## src/rtl/word_compare_pkg.sv

```systemverilog
// ----------------------------------------------------------------------------
// word_compare_pkg
// Shared encodings for the sequential word comparator (word_compare_seq).
//   state_t    : controller states IDLE -> RUN -> DONE -> IDLE
//   verdict_t  : comparison verdict EQ / LT / GT
//   idx_width(): width of the slice index counter (clog2 of slice count, min 1)
// No ports; imported by word_compare_seq and cmp2_slice.
// ----------------------------------------------------------------------------
package word_compare_pkg;

    typedef enum logic [1:0] {
        S_IDLE = 2'd0,
        S_RUN  = 2'd1,
        S_DONE = 2'd2
    } state_t;

    typedef enum logic [1:0] {
        V_EQ = 2'd0,
        V_LT = 2'd1,
        V_GT = 2'd2
    } verdict_t;

    // A single slice still needs a 1-bit index register.
    function automatic int idx_width(input int nslice);
        return (nslice > 1) ? $clog2(nslice) : 1;
    endfunction

endpackage

```

## src/rtl/word_compare_seq_cmp2_slice.sv

```systemverilog
// ----------------------------------------------------------------------------
// cmp2_slice
// Purely combinational unsigned compare of two 2-bit slices.
// Ports:
//   a   in  2  slice of operand A
//   b   in  2  slice of operand B
//   eq  out 1  a == b
//   lt  out 1  a <  b
//   gt  out 1  a >  b
// Exactly one of eq/lt/gt is high for any input.
// ----------------------------------------------------------------------------
module cmp2_slice
    import word_compare_pkg::*;
(
    input  logic [1:0] a,
    input  logic [1:0] b,
    output logic       eq,
    output logic       lt,
    output logic       gt
);

    // MSB decides unless the MSBs match, then the LSB decides.
    always_comb begin
        eq = 1'b0;
        lt = 1'b0;
        gt = 1'b0;
        if (a[1] != b[1]) begin
            lt = b[1];
            gt = a[1];
        end else if (a[0] != b[0]) begin
            lt = b[0];
            gt = a[0];
        end else begin
            eq = 1'b1;
        end
    end

endmodule

```

## src/rtl/word_compare_seq.sv

```systemverilog
// ----------------------------------------------------------------------------
// word_compare_seq
// Sequential magnitude comparator for WIDTH-bit unsigned words. A single
// 2-bit compare slice is time-multiplexed over the operand pairs, most
// significant pair first. A start/done handshake frames each operation and
// the result flags hold until the next operation completes (or reset).
//
// Handshake: start is sampled only in a cycle where ready=1 (IDLE). The
// operands are captured on that edge; start or operand changes afterwards
// are ignored (not queued) until ready returns. done is a one-cycle pulse
// in the DONE state and the result flags are valid from that cycle on.
//
// Parameters:
//   WIDTH  operand width, even and >= 2 (NSLICE = WIDTH/2 slices)
// Ports:
//   clk     in   1      rising-edge clock
//   rst     in   1      synchronous active-high reset
//   start   in   1      request, honoured only while ready=1
//   a       in   WIDTH  operand A, captured with start
//   b       in   WIDTH  operand B, captured with start
//   ready   out  1      high in IDLE
//   busy    out  1      high in RUN
//   done    out  1      one-cycle completion pulse
//   a_eq_b  out  1      registered result A == B
//   a_lt_b  out  1      registered result A <  B
//   a_gt_b  out  1      registered result A >  B
//
// Build option: define WCS_EARLY_EXIT_EN to leave RUN on the first differing
// slice. Without it every operation takes NSLICE RUN cycles and the sticky
// verdict keeps the first difference. Results are identical either way.
// ----------------------------------------------------------------------------
module word_compare_seq
    import word_compare_pkg::*;
#(
    parameter int WIDTH = 8
) (
    input  logic             clk,
    input  logic             rst,
    input  logic             start,
    input  logic [WIDTH-1:0] a,
    input  logic [WIDTH-1:0] b,
    output logic             ready,
    output logic             busy,
    output logic             done,
    output logic             a_eq_b,
    output logic             a_lt_b,
    output logic             a_gt_b
);

    localparam int NSLICE = WIDTH / 2;
    localparam int IDX_W  = idx_width(NSLICE);
    localparam logic [IDX_W-1:0] IDX_LAST = IDX_W'(NSLICE - 1);

    // ------------------------------------------------------------------
    // State
    // ------------------------------------------------------------------
    state_t           state;
    state_t           state_nxt;
    logic [WIDTH-1:0] a_r;
    logic [WIDTH-1:0] b_r;
    logic [IDX_W-1:0] idx;
    logic             decided;
    verdict_t         verdict_r;

    // ------------------------------------------------------------------
    // Slice mux and compare
    // ------------------------------------------------------------------
    logic [1:0] a_sl;
    logic [1:0] b_sl;
    logic       sl_eq;
    logic       sl_lt;
    logic       sl_gt;
    verdict_t   slice_verdict;
    verdict_t   verdict_nxt;
    logic       last_slice;
    logic       run_exit;

    // {idx, 1'b0} is 2*idx, the LSB position of the current pair.
    assign a_sl = a_r[{idx, 1'b0} +: 2];
    assign b_sl = b_r[{idx, 1'b0} +: 2];

    cmp2_slice u_slice (
        .a  (a_sl),
        .b  (b_sl),
        .eq (sl_eq),
        .lt (sl_lt),
        .gt (sl_gt)
    );

    always_comb begin
        slice_verdict = V_EQ;
        if (sl_lt) begin
            slice_verdict = V_LT;
        end else if (sl_gt) begin
            slice_verdict = V_GT;
        end
    end

    // A verdict fixed by a more significant slice always wins.
    assign verdict_nxt = decided ? verdict_r : slice_verdict;
    assign last_slice  = (idx == '0);

`ifdef WCS_EARLY_EXIT_EN
    assign run_exit = last_slice || !sl_eq;
`else
    assign run_exit = last_slice;
`endif

    // ------------------------------------------------------------------
    // FSM next state and decoded outputs
    // ------------------------------------------------------------------
    always_comb begin
        state_nxt = state;
        ready     = 1'b0;
        busy      = 1'b0;
        done      = 1'b0;
        case (state)
            S_IDLE: begin
                ready = 1'b1;
                if (start) begin
                    state_nxt = S_RUN;
                end
            end
            S_RUN: begin
                busy = 1'b1;
                if (run_exit) begin
                    state_nxt = S_DONE;
                end
            end
            S_DONE: begin
                done      = 1'b1;
                state_nxt = S_IDLE;
            end
            default: begin
                state_nxt = S_IDLE;
            end
        endcase
    end

    always_ff @(posedge clk) begin
        if (rst) begin
            state <= S_IDLE;
        end else begin
            state <= state_nxt;
        end
    end

    // ------------------------------------------------------------------
    // Datapath: operand capture, index counter, sticky verdict, results
    // ------------------------------------------------------------------
    always_ff @(posedge clk) begin
        if (rst) begin
            a_r       <= '0;
            b_r       <= '0;
            idx       <= '0;
            decided   <= 1'b0;
            verdict_r <= V_EQ;
            a_eq_b    <= 1'b0;
            a_lt_b    <= 1'b0;
            a_gt_b    <= 1'b0;
        end else begin
            case (state)
                S_IDLE: begin
                    if (start) begin
                        a_r       <= a;
                        b_r       <= b;
                        idx       <= IDX_LAST;
                        decided   <= 1'b0;
                        verdict_r <= V_EQ;
                    end
                end
                S_RUN: begin
                    if (!decided && !sl_eq) begin
                        decided   <= 1'b1;
                        verdict_r <= slice_verdict;
                    end
                    if (run_exit) begin
                        // Results change only on the edge entering DONE.
                        a_eq_b <= (verdict_nxt == V_EQ);
                        a_lt_b <= (verdict_nxt == V_LT);
                        a_gt_b <= (verdict_nxt == V_GT);
                    end else begin
                        idx <= idx - 1'b1;
                    end
                end
                default: begin
                end
            endcase
        end
    end

endmodule
```

## config.mk

```make
export PLATFORM = sky130hd
export DESIGN_NAME = word_compare_seq
export DESIGN_NICKNAME = d
export VERILOG_FILES = /design/src/rtl/word_compare_pkg.sv /design/src/rtl/word_compare_seq_cmp2_slice.sv /design/src/rtl/word_compare_seq.sv
export SDC_FILE = /design/constraint.sdc
export NUM_CORES = 1
export LEC_CHECK = 0
export CELL_PAD_IN_SITES_DETAIL_PLACEMENT = 1
export CELL_PAD_IN_SITES_GLOBAL_PLACEMENT = 2
export CORE_ASPECT_RATIO = 0.8
export CORE_MARGIN = 8
export CORE_UTILIZATION = 29
export CTS_CLUSTER_DIAMETER = 120
export DETAILED_ROUTE_END_ITERATION = 10
export GPL_ROUTABILITY_DRIVEN = 0
export PLACE_DENSITY_LB_ADDON = 0.1
export SYNTH_ARGS = -nofsm -noshare
export SYNTH_HDL_FRONTEND = slang
export SYNTH_SLANG_ARGS = --single-unit
```

## constraint.sdc

```tcl
create_clock -name clk -period 2.5 [get_ports clk]
set_clock_uncertainty 0.1 [all_clocks]
set_input_delay 0.625 -clock clk [delete_from_list [all_inputs] [get_ports clk]]
set_output_delay 0.625 -clock clk [all_outputs]
set_load 0.02 [all_outputs]
```

**Yosys cells after proc, flatten, opt, wreduce, memory -nomap -nowiden**

Cells that the tools add are included.

- Register bits: 26
- Bits of input ports: 19
- Output and inout port bits: 6
- Logic and storage cells: 58

- Multiplexer cells: 24
- Eq/ne operators: 10
- Reductions and logical operators: 12
- $add $sub $neg: 1
- Shift operators: 2

Operators with widths:

| kind | count |
|---|---|
| $mux W2 | 9 |
| $shiftx A8 B4 Y2 | 2 |
| $pmux W2 S2 | 3 |
| $mux W1 | 11 |
| $ne A2 B2 Y1 const B | 4 |
| $logic_not A2 Y1 | 3 |
| $reduce_and A2 Y1 | 3 |
| $reduce_and A3 Y1 | 2 |
| $eq A2 B1 Y1 const B | 2 |
| $eq A2 B2 Y1 const B | 2 |
| $logic_not A1 Y1 | 2 |
| $ne A1 B1 Y1 | 2 |
| $pmux W1 S2 | 1 |
| $reduce_bool A2 Y1 | 1 |
| $sub A2 B1 Y2 const B | 1 |
| $logic_and A1 B1 Y1 | 1 |

**Longest topological paths before layout**

Gate-level depths: netlist of the first run.

- Word-level depth: 8
- Depth in mapped cells: 9
- Mapped depth without buffers: 8

**Cells and area by module**

Synthesis of the first run repeated with hierarchy kept, for this count alone.

- Cells, all modules: 141
- Area, all modules: 1251.2 µm²

By module, submodules not included:

| module | area an instance (µm²) | times used | seq. area each (µm²) | cells each |
|---|---|---|---|---|
| word_compare_seq | 1176.1 | 1 | 520.5 | 130 |
| cmp2_slice | 75.1 | 1 | 0.0 | 11 |

**Least setup slack after synthesis of the first run**

Ideal clock, no wire load.

- Path type: register to register
- Start: register idx[0]
- End: register verdict_r[1]
- Clock period less this slack: 2.315 ns
- Data required time: 2.330 ns
- Arrival time: 2.144 ns
- Stages on the path, launching flop included: 8
- Setup time: 0.070 ns
- Path slack: 0.185 ns
- Path buffers: 1
- Cell sequence: dfxtp_1 buf_4 mux4_1 inv_1 ha_1 a311o_1 a2111o_1 a21oi_1

- Cells in the longest elaborated chain, start to end: 8
- Elaborated cells between the ends (all ways): 18
- Classes of those cells: 3 x eq/ne; 2 x shift; 10 x mux; 3 x reduce/logical

RTL lines:

| what | RTL line | source |
|---|---|---|
| from (decl) | word_compare_seq.sv:61 | `logic [IDX_W-1:0] idx;` |
| from (signal assigned) | word_compare_seq.sv:183 | `idx <= idx - 1'b1;` |
| $shiftx A8 B4 Y2, on equally long branches | word_compare_seq.sv:79, word_compare_seq.sv:80 |  |
| $ne A1 B1 Y1 | word_compare_seq_cmp2_slice.sv:30 | `end else if (a[0] != b[0]) begin` |
| $mux W1 | word_compare_seq_cmp2_slice.sv:30 |  |
| $mux W1 | word_compare_seq_cmp2_slice.sv:27 | `if (a[1] != b[1]) begin` |
| $mux W2 / $logic_not A1 Y1 (equally long branches) | word_compare_seq.sv:94, word_compare_seq.sv:173 |  |
| $mux W2 / $logic_and A1 B1 Y1 (equally long branches) | word_compare_seq.sv:92, word_compare_seq.sv:173 |  |
| $mux W2 / $ne A2 B2 Y1 (equally long branches) | - |  |
| $pmux W2 S2 / $reduce_and A3 Y1 (equally long branches) | - |  |
| to (signal assigned) | word_compare_seq.sv:175 | `verdict_r <= slice_verdict;` |
| to (decl) | word_compare_seq.sv:63 | `verdict_t verdict_r;` |

Parallel ways exist; a longest one is shown, timed or not. The select of a mux whose other input is x is not followed.
A chain may end at the register's enable or synchronous reset.

**Worst setup path in the final report of the first run**

Same ends and word-level chain as after synthesis.

==> results of run 1 <==
## cells by family (layout without fill, tap and decap cells)
group / count (synthesis) / after routing / share of synthesized area
flops: 26 / 26 / 0.445
mux: 5 / 5 / 0.0888
buf+inv: 14 / 44 / 0.0481
compound gates: 34 / 34 / 0.181
simple gates: 56 / 56 / 0.198
fa+ha+maj: 3 / 3 / 0.0321
xor+xnor: 1 / 1 / 0.00749
## worst min-delay path by stage
stage | endpoint | depth (start not counted) | start | slack (ns)
floorplan | b_r[2]$_SDFFE_PP0P_ | 2 | b_r[2]$_SDFFE_PP0P_ | 0.33
detailed placement | a_gt_b$_SDFFE_PP0P_ | 2 | a_gt_b$_SDFFE_PP0P_ | 0.34
global placement | a_gt_b$_SDFFE_PP0P_ | 2 | a_gt_b$_SDFFE_PP0P_ | 0.34
global route | a_r[4]$_SDFFE_PP0P_ | 2 | a_r[4]$_SDFFE_PP0P_ | 0.37
CTS | a_r[6]$_SDFFE_PP0P_ | 2 | a_r[6]$_SDFFE_PP0P_ | 0.36
finish | a_gt_b$_SDFFE_PP0P_ | 2 | a_gt_b$_SDFFE_PP0P_ | 0.35
## layer usage
metal / vias up / part of all wire
met1: 492 / 0.47
met5: - / 0
li1: 533 / -
met4: 0 / 0.015
met3: 6 / 0.057
met2: 22 / 0.46
## flip-flops by register name, indices dropped and copies added (netlist names)
register	flops
a_gt_b	1
state	2
verdict_r	2
decided	1
a_r	8
a_eq_b	1
idx	2
a_lt_b	1
b_r	8
## critical path: stages, from the launching register on
cell                       delay, ns
sky130_fd_sc_hd__dfxtp_4        0.38
sky130_fd_sc_hd__mux4_1         0.59
sky130_fd_sc_hd__inv_1          0.08
sky130_fd_sc_hd__ha_1           0.25
sky130_fd_sc_hd__a311o_1        0.34
sky130_fd_sc_hd__a2111o_1       0.40
sky130_fd_sc_hd__a21oi_1        0.14
## layout make-up
cell class	count	area, um2
inverters	7	26.3
multi-input cells	99	593
flip-flops and latches	26	524
well taps	55	68.8
clock inverters	1	30.0
clock buffers	3	41.3
repair buffers	33	308
fillers	478	2240
## per-stage QoR
stage / instance area [um2] / setup WS, ns / hold slack, ns / total power, mW
final: 1590 / 0.144 / 0.355 / 1.06
after global routing: 1590 / 0.00429 / 0.375 / 1.12
after CTS: 1560 / 0.0469 / 0.362 / 1.07
after floorplan: 1170 / 0.185 / 0.332 / 0.619
after detailed placement: 1490 / 0.00404 / 0.341 / 0.715
after global placement: 1490 / 0.131 / 0.336 / 0.704
## layout by cell type, fill, tap and decap left out, types with 2 or more instances in the layout
cell / n
sky130_fd_sc_hd__a211oi_1: 3
sky130_fd_sc_hd__inv_1: 7
sky130_fd_sc_hd__nand2b_1: 2
sky130_fd_sc_hd__o31ai_1: 2
sky130_fd_sc_hd__a21oi_1: 20
sky130_fd_sc_hd__nor2_1: 8
sky130_fd_sc_hd__buf_4: 9
sky130_fd_sc_hd__nand2_1: 40
sky130_fd_sc_hd__clkbuf_8: 3
sky130_fd_sc_hd__nor2b_1: 2
sky130_fd_sc_hd__clkdlybuf4s50_1: 24
sky130_fd_sc_hd__ha_1: 3
sky130_fd_sc_hd__mux4_2: 3
sky130_fd_sc_hd__dfxtp_1: 25
sky130_fd_sc_hd__o21ai_0: 2
## power groups by stage
| stage | combinational [mW] | sequential, mW | clock (mW) |
|---|---|---|---|
| final | 0.248 | 0.466 | 0.346 |
| after detailed placement | 0.238 | 0.476 | 0 |
| after CTS | 0.240 | 0.467 | 0.362 |
| after global routing | 0.274 | 0.471 | 0.373 |
| after global placement | 0.227 | 0.477 | 0 |
| after floorplan | 0.146 | 0.473 | 0 |
## repair_timing
| item | 4_1_cts | 5_1_grt |
|---|---|---|
| resized for setup | 1 | 1 |
| cloned | 0 | 0 |
| setup endpoints to repair | 1 | 1 |
| buffers inserted | 0 | 4 |
| pin swaps | 0 | 1 |
==> impl_results.html, run 1 <==
<table>
<tr><th>Metric</th><th>Value</th></tr>
<tr><th colspan="2">Finish</th></tr>
<tr><td>Layout overhead on the synthesized area</td><td>36.0%</td></tr>
<tr><td>Fraction of layout cells with a size suffix above 1</td><td>0.101</td></tr>
<tr><td>Post-Layout Cell Count</td><td>224</td></tr>
<tr><td>Final antenna diode count</td><td>0</td></tr>
<tr><td>Layout net count</td><td>192</td></tr>
<tr><td>Post-layout util</td><td>0.416</td></tr>
<tr><th colspan="2">Global route</th></tr>
<tr><td>Routing usage on met3</td><td>0.0337</td></tr>
<tr><td>Global route total overflow</td><td>0</td></tr>
<tr><td>Aggregate global-route resource usage</td><td>0.0999</td></tr>
<tr><td>Routing usage on met1</td><td>0.111</td></tr>
<tr><td>Maximum number of pins on one net before global-route repair</td><td>17</td></tr>
<tr><td>First-pass GRT wire length</td><td>5060 um</td></tr>
<tr><td>Layer with the highest usage after global routing</td><td>met2</td></tr>
<tr><td>Vias in the first global route</td><td>1113</td></tr>
<tr><td>Initial antenna violation count</td><td>0</td></tr>
<tr><td>Met2 track demand over resource</td><td>0.172</td></tr>
<tr><th colspan="2">Floorplanning</th></tr>
<tr><td>X dimension of the die</td><td>87.0 um</td></tr>
<tr><td>Number of placement rows</td><td>20</td></tr>
<tr><td>Area of the core</td><td>3830 um2</td></tr>
<tr><td>Area enclosed by the die boundary</td><td>6340 um2</td></tr>
<tr><td>Starting density of the core</td><td>0.306</td></tr>
<tr><td>Number of primary I/O pins</td><td>25</td></tr>
<tr><td>Height of the die</td><td>72.8 um</td></tr>
<tr><th colspan="2">Worst setup path</th></tr>
<tr><td>Kind of capture point of the worst setup path</td><td>flip-flop</td></tr>
<tr><td>Worst r2r dst</td><td>verdict_r[1]$_SDFFE_PP0P_</td></tr>
<tr><td>Highest fanout seen on the critical path</td><td>4</td></tr>
<tr><td>Worst Path Arrival</td><td>2.45 ns</td></tr>
<tr><td>Startpoint types</td><td>flip-flop</td></tr>
<tr><td>Data required time of the critical path</td><td>2.60 ns</td></tr>
<tr><td>Critical path class</td><td>flip-flop to flip-flop</td></tr>
<tr><td>Reg-to-reg startpoint</td><td>idx[0]$_SDFFE_PP0P_</td></tr>
<tr><td>FF-to-FF path depth</td><td>6</td></tr>
<tr><td>Worst setup path start</td><td>idx[0]$_SDFFE_PP0P_</td></tr>
<tr><td>Register-to-register setup slack</td><td>0.14 ns</td></tr>
<tr><td>CP Capture Point</td><td>verdict_r[1]$_SDFFE_PP0P_</td></tr>
<tr><th colspan="2">Power</th></tr>
<tr><td>Total power divided by cell area</td><td>666 nW/um2</td></tr>
<tr><td>Internal Pwr Total</td><td>0.782 mW</td></tr>
<tr><td>Combinational group share of total power</td><td>0.234</td></tr>
<tr><td>Fraction of power spent switching nets</td><td>0.262</td></tr>
<tr><td>Leak pwr</td><td>0.598 nW</td></tr>
<tr><td>Highest ir drop seen on vdd</td><td>248 uV</td></tr>
<tr><td>Switching component of the power</td><td>0.278 mW</td></tr>
<tr><td>Clock network power share</td><td>0.326</td></tr>
<tr><td>Sequential group share of total power</td><td>0.440</td></tr>
<tr><th colspan="2">CTS</th></tr>
<tr><td>Root buffer selected by CTS</td><td>sky130_fd_sc_hd__clkbuf_8</td></tr>
<tr><td>Sink Count</td><td>26</td></tr>
<tr><td>Depth of the CTS H-tree</td><td>1</td></tr>
<tr><td>Clock latency of the later-clocked register in the worst-skew pair</td><td>0.27 ns</td></tr>
<tr><td>Count of hold buffers inserted by post-cts repair</td><td>0</td></tr>
<tr><td>Buffer levels on the longest clock path</td><td>2</td></tr>
<tr><td>Number of buffers added by the clock tree synthesis step</td><td>3</td></tr>
<tr><td>CTS tree</td><td>yes</td></tr>
<tr><td>Clock transition at the registers of the reported paths</td><td>0.09 ns</td></tr>
<tr><th colspan="2">Detailed routing</th></tr>
<tr><td>Vias</td><td>1053</td></tr>
<tr><td>Remaining DRCs</td><td>0</td></tr>
<tr><td>Final Routed Wirelength</td><td>3030 um</td></tr>
<tr><td>Detailed-route vias per instance</td><td>4.70</td></tr>
<tr><td>Routed wire per std cell</td><td>13.5 um</td></tr>
<tr><td>Antenna-violating nets left</td><td>0</td></tr>
<tr><td>Number of design-rule violations left by the first detailed-router iteration</td><td>24</td></tr>
<tr><td>Number of search-and-repair iterations in the first detailed-routing pass</td><td>4</td></tr>
<tr><th colspan="2">STA</th></tr>
<tr><td>Final setup vio count</td><td>0</td></tr>
<tr><td>Portion of the clock cycle consumed by the worst path in the final layout</td><td>0.942</td></tr>
<tr><td>Highest Clock Rate</td><td>424 MHz</td></tr>
<tr><td>Setup repair after global routing missed its margin</td><td>no</td></tr>
<tr><td>Worst relative slew slack</td><td>0.678</td></tr>
<tr><td>Slew @ Worst Pin</td><td>0.482 ns</td></tr>
<tr><td>Number of pins with negative max-slew slack in the final report</td><td>0</td></tr>
<tr><td>Period minus WS final</td><td>2.36 ns</td></tr>
<tr><td>Sum of negative setup slack</td><td>0 ns</td></tr>
<tr><td>Final hold violations</td><td>0</td></tr>
<tr><th colspan="2">Yosys</th></tr>
<tr><td>Ys flop type</td><td>sky130_fd_sc_hd__dfxtp_1</td></tr>
<tr><td>EDFF count, synth</td><td>0</td></tr>
<tr><td>Ranking of synthesized cells by area</td><td>sky130_fd_sc_hd__dfxtp_1 44%, sky130_fd_sc_hd__nand2_1 13%, sky130_fd_sc_hd__a21oi_1 8.6%, sky130_fd_sc_hd__mux4_2 5.8%, sky130_fd_sc_hd__ha_1 3.2%</td></tr>
<tr><td>Portion of the post-synthesis area used by sequential elements</td><td>0.445</td></tr>
<tr><td>Net count after synthesis</td><td>161</td></tr>
<tr><td>Mean post-synth cell area</td><td>8.42 um2</td></tr>
<tr><td>Most used standard cell by instance count after synthesis</td><td>sky130_fd_sc_hd__nand2_1</td></tr>
<tr><td>Cell area after synthesis</td><td>1170 um2</td></tr>
<tr><td>Number of cells produced by synthesis</td><td>139</td></tr>
<tr><td>Synthesized flop and latch total</td><td>26</td></tr>
<tr><td>Yosys warns</td><td>0</td></tr>
<tr><td>Cell accounting for the most synthesized area</td><td>sky130_fd_sc_hd__dfxtp_1</td></tr>
<tr><td>Synth cell count leaders</td><td>40 x sky130_fd_sc_hd__nand2_1, 26 x sky130_fd_sc_hd__dfxtp_1, 20 x sky130_fd_sc_hd__a21oi_1</td></tr>
<tr><td>Area fraction of the dominant cell type after synthesis</td><td>0.445</td></tr>
<tr><td>Async S/R FF share, synth</td><td>0</td></tr>
<tr><td>Post-synthesis cell type count</td><td>28</td></tr>
<tr><th colspan="2">Status</th></tr>
<tr><td>Result of the run</td><td>finished clean</td></tr>
<tr><th colspan="2">Min path</th></tr>
<tr><td>Class of the tightest hold or removal check</td><td>flip-flop to flip-flop</td></tr>
<tr><th colspan="2">Placement</th></tr>
<tr><td>Detailed placer's ending HPWL</td><td>2430 um</td></tr>
<tr><td>Number of cells in the design after placement</td><td>216</td></tr>
<tr><td>Number of port buffers</td><td>24</td></tr>
<tr><th colspan="2">Flow run</th></tr>
<tr><td>Max_cap viols</td><td>0</td></tr>
</table>
No activity file was read; power rests on OpenSTA's default activity.
==> run 2, diff against run 1 <==
--- a/config.mk
+++ b/config.mk
@@ -14,6 +14,8 @@
 export DETAILED_ROUTE_END_ITERATION = 10
 export GPL_ROUTABILITY_DRIVEN = 0
 export PLACE_DENSITY_LB_ADDON = 0.1
+export REMOVE_ABC_BUFFERS = 1
 export SYNTH_ARGS = -nofsm -noshare
 export SYNTH_HDL_FRONTEND = slang
 export SYNTH_SLANG_ARGS = --single-unit
+export TNS_END_PERCENT = 30
==> run 2 against run 1 <==
Net effect:
- total power grew 0.12%
- register-to-register slack lost 0.04 ns
- sequential power is essentially flat
- hold slack gained 0.014 ns
- global-route usage grew 0.62 points
- count of clock-buffer cells in the layout is the same
- final area shrank 1.4%
- clock power grew 2%
- non-clock buffer count shrank 3
- fmax shrank 1.6%
- critical endpoint unchanged
- largest cell class unchanged
==> impl_results.html, run 2 (synthesis results as in run 1) <==
<table>
<tr><th>Metric</th><th>Value</th></tr>
<tr><th colspan="2">Status</th></tr>
<tr><td>Result of the run</td><td>finished clean</td></tr>
<tr><th colspan="2">Global route</th></tr>
<tr><td>Routing usage on met1</td><td>0.123</td></tr>
<tr><td>Layer with the highest usage after global routing</td><td>met2</td></tr>
<tr><td>Routing usage on met3</td><td>0.0349</td></tr>
<tr><td>Aggregate global-route resource usage</td><td>0.106</td></tr>
<tr><td>Initial antenna violation count</td><td>0</td></tr>
<tr><td>Global route total overflow</td><td>0</td></tr>
<tr><td>Vias in the first global route</td><td>1123</td></tr>
<tr><td>First-pass GRT wire length</td><td>5310 um</td></tr>
<tr><td>Maximum number of pins on one net before global-route repair</td><td>19</td></tr>
<tr><td>Met2 track demand over resource</td><td>0.182</td></tr>
<tr><th colspan="2">Placement</th></tr>
<tr><td>Worst-case setup slack after placement</td><td>0.0817 ns</td></tr>
<tr><td>Cell area reported after detailed placement</td><td>1490 um2</td></tr>
<tr><td>Number of cells in the design after placement</td><td>217</td></tr>
<tr><td>Number of port buffers</td><td>24</td></tr>
<tr><td>Detailed placer's ending HPWL</td><td>2510 um</td></tr>
<tr><th colspan="2">CTS</th></tr>
<tr><td>Clock transition at the registers of the reported paths</td><td>0.09 ns</td></tr>
<tr><td>Root buffer selected by CTS</td><td>sky130_fd_sc_hd__clkbuf_8</td></tr>
<tr><td>Number of buffers added by the clock tree synthesis step</td><td>3</td></tr>
<tr><td>Clock latency of the later-clocked register in the worst-skew pair</td><td>0.27 ns</td></tr>
<tr><td>Depth of the CTS H-tree</td><td>1</td></tr>
<tr><td>CTS tree</td><td>yes</td></tr>
<tr><td>Buffer levels on the longest clock path</td><td>2</td></tr>
<tr><td>Sink Count</td><td>26</td></tr>
<tr><th colspan="2">Power</th></tr>
<tr><td>Total power divided by cell area</td><td>677 nW/um2</td></tr>
<tr><td>Highest ir drop seen on vdd</td><td>275 uV</td></tr>
<tr><td>Power, Total</td><td>1.06 mW</td></tr>
<tr><td>Leak pwr</td><td>0.596 nW</td></tr>
<tr><th colspan="2">Detailed routing</th></tr>
<tr><td>Antenna-violating nets left</td><td>0</td></tr>
<tr><td>Remaining DRCs</td><td>0</td></tr>
<tr><td>Number of design-rule violations left by the first detailed-router iteration</td><td>60</td></tr>
<tr><td>Routed wire per std cell</td><td>14.0 um</td></tr>
<tr><td>Number of search-and-repair iterations in the first detailed-routing pass</td><td>4</td></tr>
<tr><td>Vias</td><td>1069</td></tr>
<tr><td>Final Routed Wirelength</td><td>3100 um</td></tr>
<tr><td>Detailed-route vias per instance</td><td>4.84</td></tr>
<tr><th colspan="2">Worst setup path</th></tr>
<tr><td>Data required time of the critical path</td><td>2.61 ns</td></tr>
<tr><td>Kind of capture point of the worst setup path</td><td>flip-flop</td></tr>
<tr><td>Worst Path Arrival</td><td>2.50 ns</td></tr>
<tr><td>Critical path class</td><td>flip-flop to flip-flop</td></tr>
<tr><td>Startpoint types</td><td>flip-flop</td></tr>
<tr><td>Highest fanout seen on the critical path</td><td>4</td></tr>
<tr><th colspan="2">STA</th></tr>
<tr><td>Worst relative slew slack</td><td>0.736</td></tr>
<tr><td>Final setup vio count</td><td>0</td></tr>
<tr><td>Sum of negative setup slack</td><td>0 ns</td></tr>
<tr><td>Final hold violations</td><td>0</td></tr>
<tr><td>Setup WS post-layout</td><td>0.106 ns</td></tr>
<tr><td>Setup repair after global routing missed its margin</td><td>no</td></tr>
<tr><td>Highest Clock Rate</td><td>418 MHz</td></tr>
<tr><td>Worst hold slack</td><td>0.369 ns</td></tr>
<tr><td>Number of pins with negative max-slew slack in the final report</td><td>0</td></tr>
<tr><td>Period minus WS final</td><td>2.39 ns</td></tr>
<tr><td>Portion of the clock cycle consumed by the worst path in the final layout</td><td>0.958</td></tr>
<tr><td>Slew @ Worst Pin</td><td>0.395 ns</td></tr>
<tr><th colspan="2">Finish</th></tr>
<tr><td>Layout net count</td><td>189</td></tr>
<tr><td>Largest registers</td><td>a_r x8, b_r x8</td></tr>
<tr><td>Commonest cells after routing, fill and taps aside</td><td>40 x sky130_fd_sc_hd__nand2_1, 25 x sky130_fd_sc_hd__dfxtp_1, 23 x sky130_fd_sc_hd__clkdlybuf4s50_1, 20 x sky130_fd_sc_hd__a21oi_1, 8 x sky130_fd_sc_hd__nor2_1</td></tr>
<tr><td>Final instance area</td><td>1570 um2</td></tr>
<tr><td>Layout overhead on the synthesized area</td><td>34.1%</td></tr>
<tr><td>Post-Layout Cell Count</td><td>221</td></tr>
<tr><td>Final antenna diode count</td><td>0</td></tr>
<tr><td>Fraction of layout cells with a size suffix above 1</td><td>0.0843</td></tr>
<tr><td>Most common library cell in the layout ignoring fill and taps</td><td>sky130_fd_sc_hd__nand2_1</td></tr>
<tr><td>Post-layout util</td><td>0.410</td></tr>
<tr><th colspan="2">Floorplanning</th></tr>
<tr><td>Starting density of the core</td><td>0.306</td></tr>
<tr><td>Area of the core</td><td>3830 um2</td></tr>
<tr><td>Number of placement rows</td><td>20</td></tr>
<tr><td>Number of primary I/O pins</td><td>25</td></tr>
<tr><td>X dimension of the die</td><td>87.0 um</td></tr>
<tr><td>Area enclosed by the die boundary</td><td>6340 um2</td></tr>
<tr><td>Height of the die</td><td>72.8 um</td></tr>
<tr><th colspan="2">Min path</th></tr>
<tr><td>Class of the tightest hold or removal check</td><td>flip-flop to flip-flop</td></tr>
<tr><th colspan="2">Flow run</th></tr>
<tr><td>Max_cap viols</td><td>0</td></tr>
</table>
run 2: changes by cell type in the layout (fill, tap and decap cells not counted), sizes merged:
cell | before | now
buf | 9 | 6
clkdlybuf4s50 | 24 | 23
dlymetal6s2s | 0 | 1
run 2: where the power goes:
| group | total [mW] | switching, mW | leakage (nW) | internal [mW] |
|---|---|---|---|---|
| registers | 0.469 | 0.0236 | 0.213 | 0.445 |
| logic | 0.239 | 0.122 | 0.347 | 0.117 |
| clock network | 0.354 | 0.139 | 0.0357 | 0.215 |
| total | 1.06 | 0.285 | 0.596 | 0.776 |
run 2: metal layers:
metal  wire, um  vias up
met4         22        0
li1           -      529
met5          0        -
met2       1460       23
met3        125        5
met1       1500      512
run 2: worst max-delay path: stages, from the launching register on:
cell,delay [ns]
sky130_fd_sc_hd__dfxtp_2,0.38
sky130_fd_sc_hd__mux4_1,0.60
sky130_fd_sc_hd__inv_1,0.09
sky130_fd_sc_hd__ha_1,0.24
sky130_fd_sc_hd__a311o_1,0.38
sky130_fd_sc_hd__a2111o_1,0.40
sky130_fd_sc_hd__a21oi_1,0.14
run 2: final timing paths:
| kind | start | endpoint | slack (ns) | cells after the start |
|---|---|---|---|---|
| max reg2reg | idx[0]$_SDFFE_PP0P_ | verdict_r[1]$_SDFFE_PP0P_ | 0.11 | 6 |
| min reg2reg | b_r[6]$_SDFFE_PP0P_ | b_r[6]$_SDFFE_PP0P_ | 0.37 | 2 |
| min | b_r[6]$_SDFFE_PP0P_ | b_r[6]$_SDFFE_PP0P_ | 0.37 | 2 |
| max | idx[0]$_SDFFE_PP0P_ | verdict_r[1]$_SDFFE_PP0P_ | 0.11 | 6 |
run 2: final cells by class:
| cell class | instances | area (um2) |
|---|---|---|
| Tap cell | 55 | 68.8 |
| Timing Repair Buffer | 30 | 288 |
| Inverter | 7 | 26.3 |
| Fill cell | 456 | 2260 |
| Clock buffer | 3 | 41.3 |
| Sequential cell | 26 | 522 |
| Multi-Input combinational cell | 99 | 593 |
| Clock inverter | 1 | 30.0 |
run 2: what timing repair did:
action | in CTS | in global routing
endpoints found under the hold margin | 0 | 0
hold buffers | 0 | 0
gates resized for setup | 0 | 2
endpoints found under the setup margin | 0 | 2
setup buffers | 0 | 0
==> run 3, diff against run 2 <==
--- a/config.mk
+++ b/config.mk
@@ -5,11 +5,11 @@
 export SDC_FILE = /design/constraint.sdc
 export NUM_CORES = 1
 export LEC_CHECK = 0
-export CELL_PAD_IN_SITES_DETAIL_PLACEMENT = 1
-export CELL_PAD_IN_SITES_GLOBAL_PLACEMENT = 2
+export CELL_PAD_IN_SITES_DETAIL_PLACEMENT = 0
+export CELL_PAD_IN_SITES_GLOBAL_PLACEMENT = 1
 export CORE_ASPECT_RATIO = 0.8
 export CORE_MARGIN = 8
-export CORE_UTILIZATION = 29
+export CORE_UTILIZATION = 36
 export CTS_CLUSTER_DIAMETER = 120
 export DETAILED_ROUTE_END_ITERATION = 10
 export GPL_ROUTABILITY_DRIVEN = 0
==> constraint.sdc (replaced) <==
create_clock -name clk -period 2.5 [get_ports clk]
set_clock_uncertainty 0.1 [all_clocks]
set_input_delay 0.625 -clock clk [delete_from_list [all_inputs] [get_ports clk]]
set_output_delay 0.625 -clock clk [all_outputs]
set_load 0.01 [all_outputs]
==> run 3 against run 2 <==
Net effect:
- hold slack worse by 0.013 ns
- routed wire length is 12% lower
- die area is 16% lower
- non-clock buffer count stayed put
- final cell count is 6.8% lower
- total power is 2.0% lower
- fmax is 0.92% higher
- final area is 1.2% lower
- via count is 4.2% lower
- sequential power hardly changed
- critical endpoint unchanged
==> impl_results.html, run 3 (synthesis results as in run 1) <==
<table>
<tr><th>Metric</th><th>Value</th></tr>
<tr><th colspan="2">Power</th></tr>
<tr><td>Power, Total</td><td>1.04 mW</td></tr>
<tr><td>Fraction of power spent switching nets</td><td>0.254</td></tr>
<tr><td>Combinational group share of total power</td><td>0.223</td></tr>
<tr><td>Switching component of the power</td><td>0.264 mW</td></tr>
<tr><td>Leak pwr</td><td>0.582 nW</td></tr>
<tr><td>Highest ir drop seen on vdd</td><td>425 uV</td></tr>
<tr><td>Sequential group share of total power</td><td>0.450</td></tr>
<tr><td>Clock network power share</td><td>0.327</td></tr>
<tr><td>Total power divided by cell area</td><td>671 nW/um2</td></tr>
<tr><td>Internal Pwr Total</td><td>0.776 mW</td></tr>
<tr><th colspan="2">CTS</th></tr>
<tr><td>Depth of the CTS H-tree</td><td>1</td></tr>
<tr><td>Number of buffers added by the clock tree synthesis step</td><td>3</td></tr>
<tr><td>Clock transition at the registers of the reported paths</td><td>0.08 ns</td></tr>
<tr><td>Count of hold buffers inserted by post-cts repair</td><td>0</td></tr>
<tr><td>Clock latency of the later-clocked register in the worst-skew pair</td><td>0.27 ns</td></tr>
<tr><td>Sink Count</td><td>26</td></tr>
<tr><td>CTS tree</td><td>yes</td></tr>
<tr><td>Buffer levels on the longest clock path</td><td>2</td></tr>
<tr><td>Number of gates given a new drive strength after cts</td><td>0</td></tr>
<tr><td># Post-CTS Setup Buffers</td><td>0</td></tr>
<tr><td>Root buffer selected by CTS</td><td>sky130_fd_sc_hd__clkbuf_8</td></tr>
<tr><th colspan="2">Global route</th></tr>
<tr><td>Global route total overflow</td><td>0</td></tr>
<tr><td>Maximum number of pins on one net before global-route repair</td><td>20</td></tr>
<tr><td>Vias in the first global route</td><td>1029</td></tr>
<tr><td>Aggregate global-route resource usage</td><td>0.111</td></tr>
<tr><td>Initial antenna violation count</td><td>0</td></tr>
<tr><td>First-pass GRT wire length</td><td>4710 um</td></tr>
<tr><th colspan="2">Worst setup path</th></tr>
<tr><td>Kind of capture point of the worst setup path</td><td>flip-flop</td></tr>
<tr><td>Worst Path Arrival</td><td>2.47 ns</td></tr>
<tr><td>Data required time of the critical path</td><td>2.59 ns</td></tr>
<tr><td>Startpoint types</td><td>flip-flop</td></tr>
<tr><td>Critical path class</td><td>flip-flop to flip-flop</td></tr>
<tr><td>Highest fanout seen on the critical path</td><td>6</td></tr>
<tr><td>FF-to-FF path depth</td><td>6</td></tr>
<tr><th colspan="2">Finish</th></tr>
<tr><td>Layout net count</td><td>189</td></tr>
<tr><td>Final instance area</td><td>1550 um2</td></tr>
<tr><td>Commonest cells after routing, fill and taps aside</td><td>40 x sky130_fd_sc_hd__nand2_1, 25 x sky130_fd_sc_hd__dfxtp_1, 24 x sky130_fd_sc_hd__clkdlybuf4s50_1, 20 x sky130_fd_sc_hd__a21oi_1, 8 x sky130_fd_sc_hd__nor2_1</td></tr>
<tr><td>Post-layout util</td><td>0.502</td></tr>
<tr><td>Layout fillers</td><td>306</td></tr>
<tr><td>Fraction of layout cells with a size suffix above 1</td><td>0.0843</td></tr>
<tr><td>Layout overhead on the synthesized area</td><td>32.5%</td></tr>
<tr><td>Multi-input combinational cell area</td><td>593 um2</td></tr>
<tr><td>Most common library cell in the layout ignoring fill and taps</td><td>sky130_fd_sc_hd__nand2_1</td></tr>
<tr><td>Largest registers</td><td>a_r x8, b_r x8</td></tr>
<tr><td>Post-Layout Cell Count</td><td>206</td></tr>
<tr><td>Final antenna diode count</td><td>0</td></tr>
<tr><td>Area used by sequential logic in the layout</td><td>524 um2</td></tr>
<tr><th colspan="2">STA</th></tr>
<tr><td>Period minus WS final</td><td>2.37 ns</td></tr>
<tr><td>Slew @ Worst Pin</td><td>0.416 ns</td></tr>
<tr><td>Final setup vio count</td><td>0</td></tr>
<tr><td>Sum of negative setup slack</td><td>0 ns</td></tr>
<tr><td>Worst relative slew slack</td><td>0.721</td></tr>
<tr><td>Final hold violations</td><td>0</td></tr>
<tr><td>Portion of the clock cycle consumed by the worst path in the final layout</td><td>0.949</td></tr>
<tr><td>Setup WS post-layout</td><td>0.128 ns</td></tr>
<tr><td>Number of pins with negative max-slew slack in the final report</td><td>0</td></tr>
<tr><td>Setup repair after global routing missed its margin</td><td>no</td></tr>
<tr><td>Highest Clock Rate</td><td>422 MHz</td></tr>
<tr><td>Worst hold slack</td><td>0.356 ns</td></tr>
<tr><th colspan="2">Floorplanning</th></tr>
<tr><td>Number of placement rows</td><td>18</td></tr>
<tr><td>Starting density of the core</td><td>0.379</td></tr>
<tr><td>Number of primary I/O pins</td><td>25</td></tr>
<tr><td>Area enclosed by the die boundary</td><td>5340 um2</td></tr>
<tr><td>Area of the core</td><td>3090 um2</td></tr>
<tr><td>Height of the die</td><td>67.0 um</td></tr>
<tr><td>X dimension of the die</td><td>79.7 um</td></tr>
<tr><th colspan="2">Detailed routing</th></tr>
<tr><td>Routed wire per std cell</td><td>13.2 um</td></tr>
<tr><td>Remaining DRCs</td><td>0</td></tr>
<tr><td>Detailed-route vias per instance</td><td>4.97</td></tr>
<tr><td>Final Routed Wirelength</td><td>2720 um</td></tr>
<tr><td>Antenna-violating nets left</td><td>0</td></tr>
<tr><td>Length of routed met2 wiring</td><td>1340 um</td></tr>
<tr><td>Met3 Routed Length</td><td>196 um</td></tr>
<tr><td>Number of search-and-repair iterations in the first detailed-routing pass</td><td>4</td></tr>
<tr><td>Vias</td><td>1024</td></tr>
<tr><td>Number of design-rule violations left by the first detailed-router iteration</td><td>67</td></tr>
<tr><td>DRT met1 WL</td><td>1170 um</td></tr>
<tr><td>Top Layer Used</td><td>met4</td></tr>
<tr><th colspan="2">Placement</th></tr>
<tr><td>Detailed placer's ending HPWL</td><td>2110 um</td></tr>
<tr><td>Number of port buffers</td><td>24</td></tr>
<tr><td>Number of cells in the design after placement</td><td>202</td></tr>
<tr><td>Cell area reported after detailed placement</td><td>1480 um2</td></tr>
<tr><td>Worst-case setup slack after placement</td><td>0.0416 ns</td></tr>
<tr><th colspan="2">Flow run</th></tr>
<tr><td>Max_cap viols</td><td>0</td></tr>
<tr><th colspan="2">Min path</th></tr>
<tr><td>Count of cells along the worst hold path</td><td>2</td></tr>
<tr><td>Class of the tightest hold or removal check</td><td>flip-flop to flip-flop</td></tr>
<tr><th colspan="2">Status</th></tr>
<tr><td>Result of the run</td><td>finished clean</td></tr>
</table>
[run 3: cell count changes in the layout (fill, tap and decap cells not counted), sizes merged]
| cell | delta |
|---|---|
| clkdlybuf4s50 | +1 |
| dlymetal6s2s | -1 |
[run 3: final cells by class]
type                            instances  area share
Timing Repair Buffer                   30       0.184
Sequential cell                        26       0.338
Inverter                                7      0.0169
Tap cell                               40      0.0323
Multi-Input combinational cell         99       0.383
Clock inverter                          1      0.0194
Clock buffer                            3      0.0266
[run 3: per-layer routing]
layer	vias to the layer above	global-route usage
met5	-	0
met3	2	0.0403
li1	530	-
met4	0	0.0204
met2	24	0.189
met1	468	0.133
[run 3: final timing paths]
path | start | endpoint | slack [ns]
setup / recovery | idx[0]$_SDFFE_PP0P_ | verdict_r[1]$_SDFFE_PP0P_ | 0.13
hold / removal | verdict_r[1]$_SDFFE_PP0P_ | verdict_r[1]$_SDFFE_PP0P_ | 0.36
setup reg to reg | idx[0]$_SDFFE_PP0P_ | verdict_r[1]$_SDFFE_PP0P_ | 0.13
hold reg to reg | verdict_r[1]$_SDFFE_PP0P_ | verdict_r[1]$_SDFFE_PP0P_ | 0.36
[run 3: power groups by stage]
stage	sequential [mW]	clock [mW]	combinational, mW
6_report	0.468	0.341	0.232
5_1_grt	0.473	0.371	0.258
4_1_cts	0.468	0.353	0.233
3_5_place_dp	0.477	0	0.231
3_3_place_gp	0.477	0	0.226
2_1_floorplan	0.475	0	0.128
[run 3: critical path: stages, from the launching register on]
cell	delay [ns]
sky130_fd_sc_hd__dfxtp_4	0.39
sky130_fd_sc_hd__mux4_1	0.59
sky130_fd_sc_hd__inv_1	0.09
sky130_fd_sc_hd__ha_1	0.24
sky130_fd_sc_hd__a311o_1	0.37
sky130_fd_sc_hd__a2111o_1	0.40
sky130_fd_sc_hd__a21oi_1	0.13
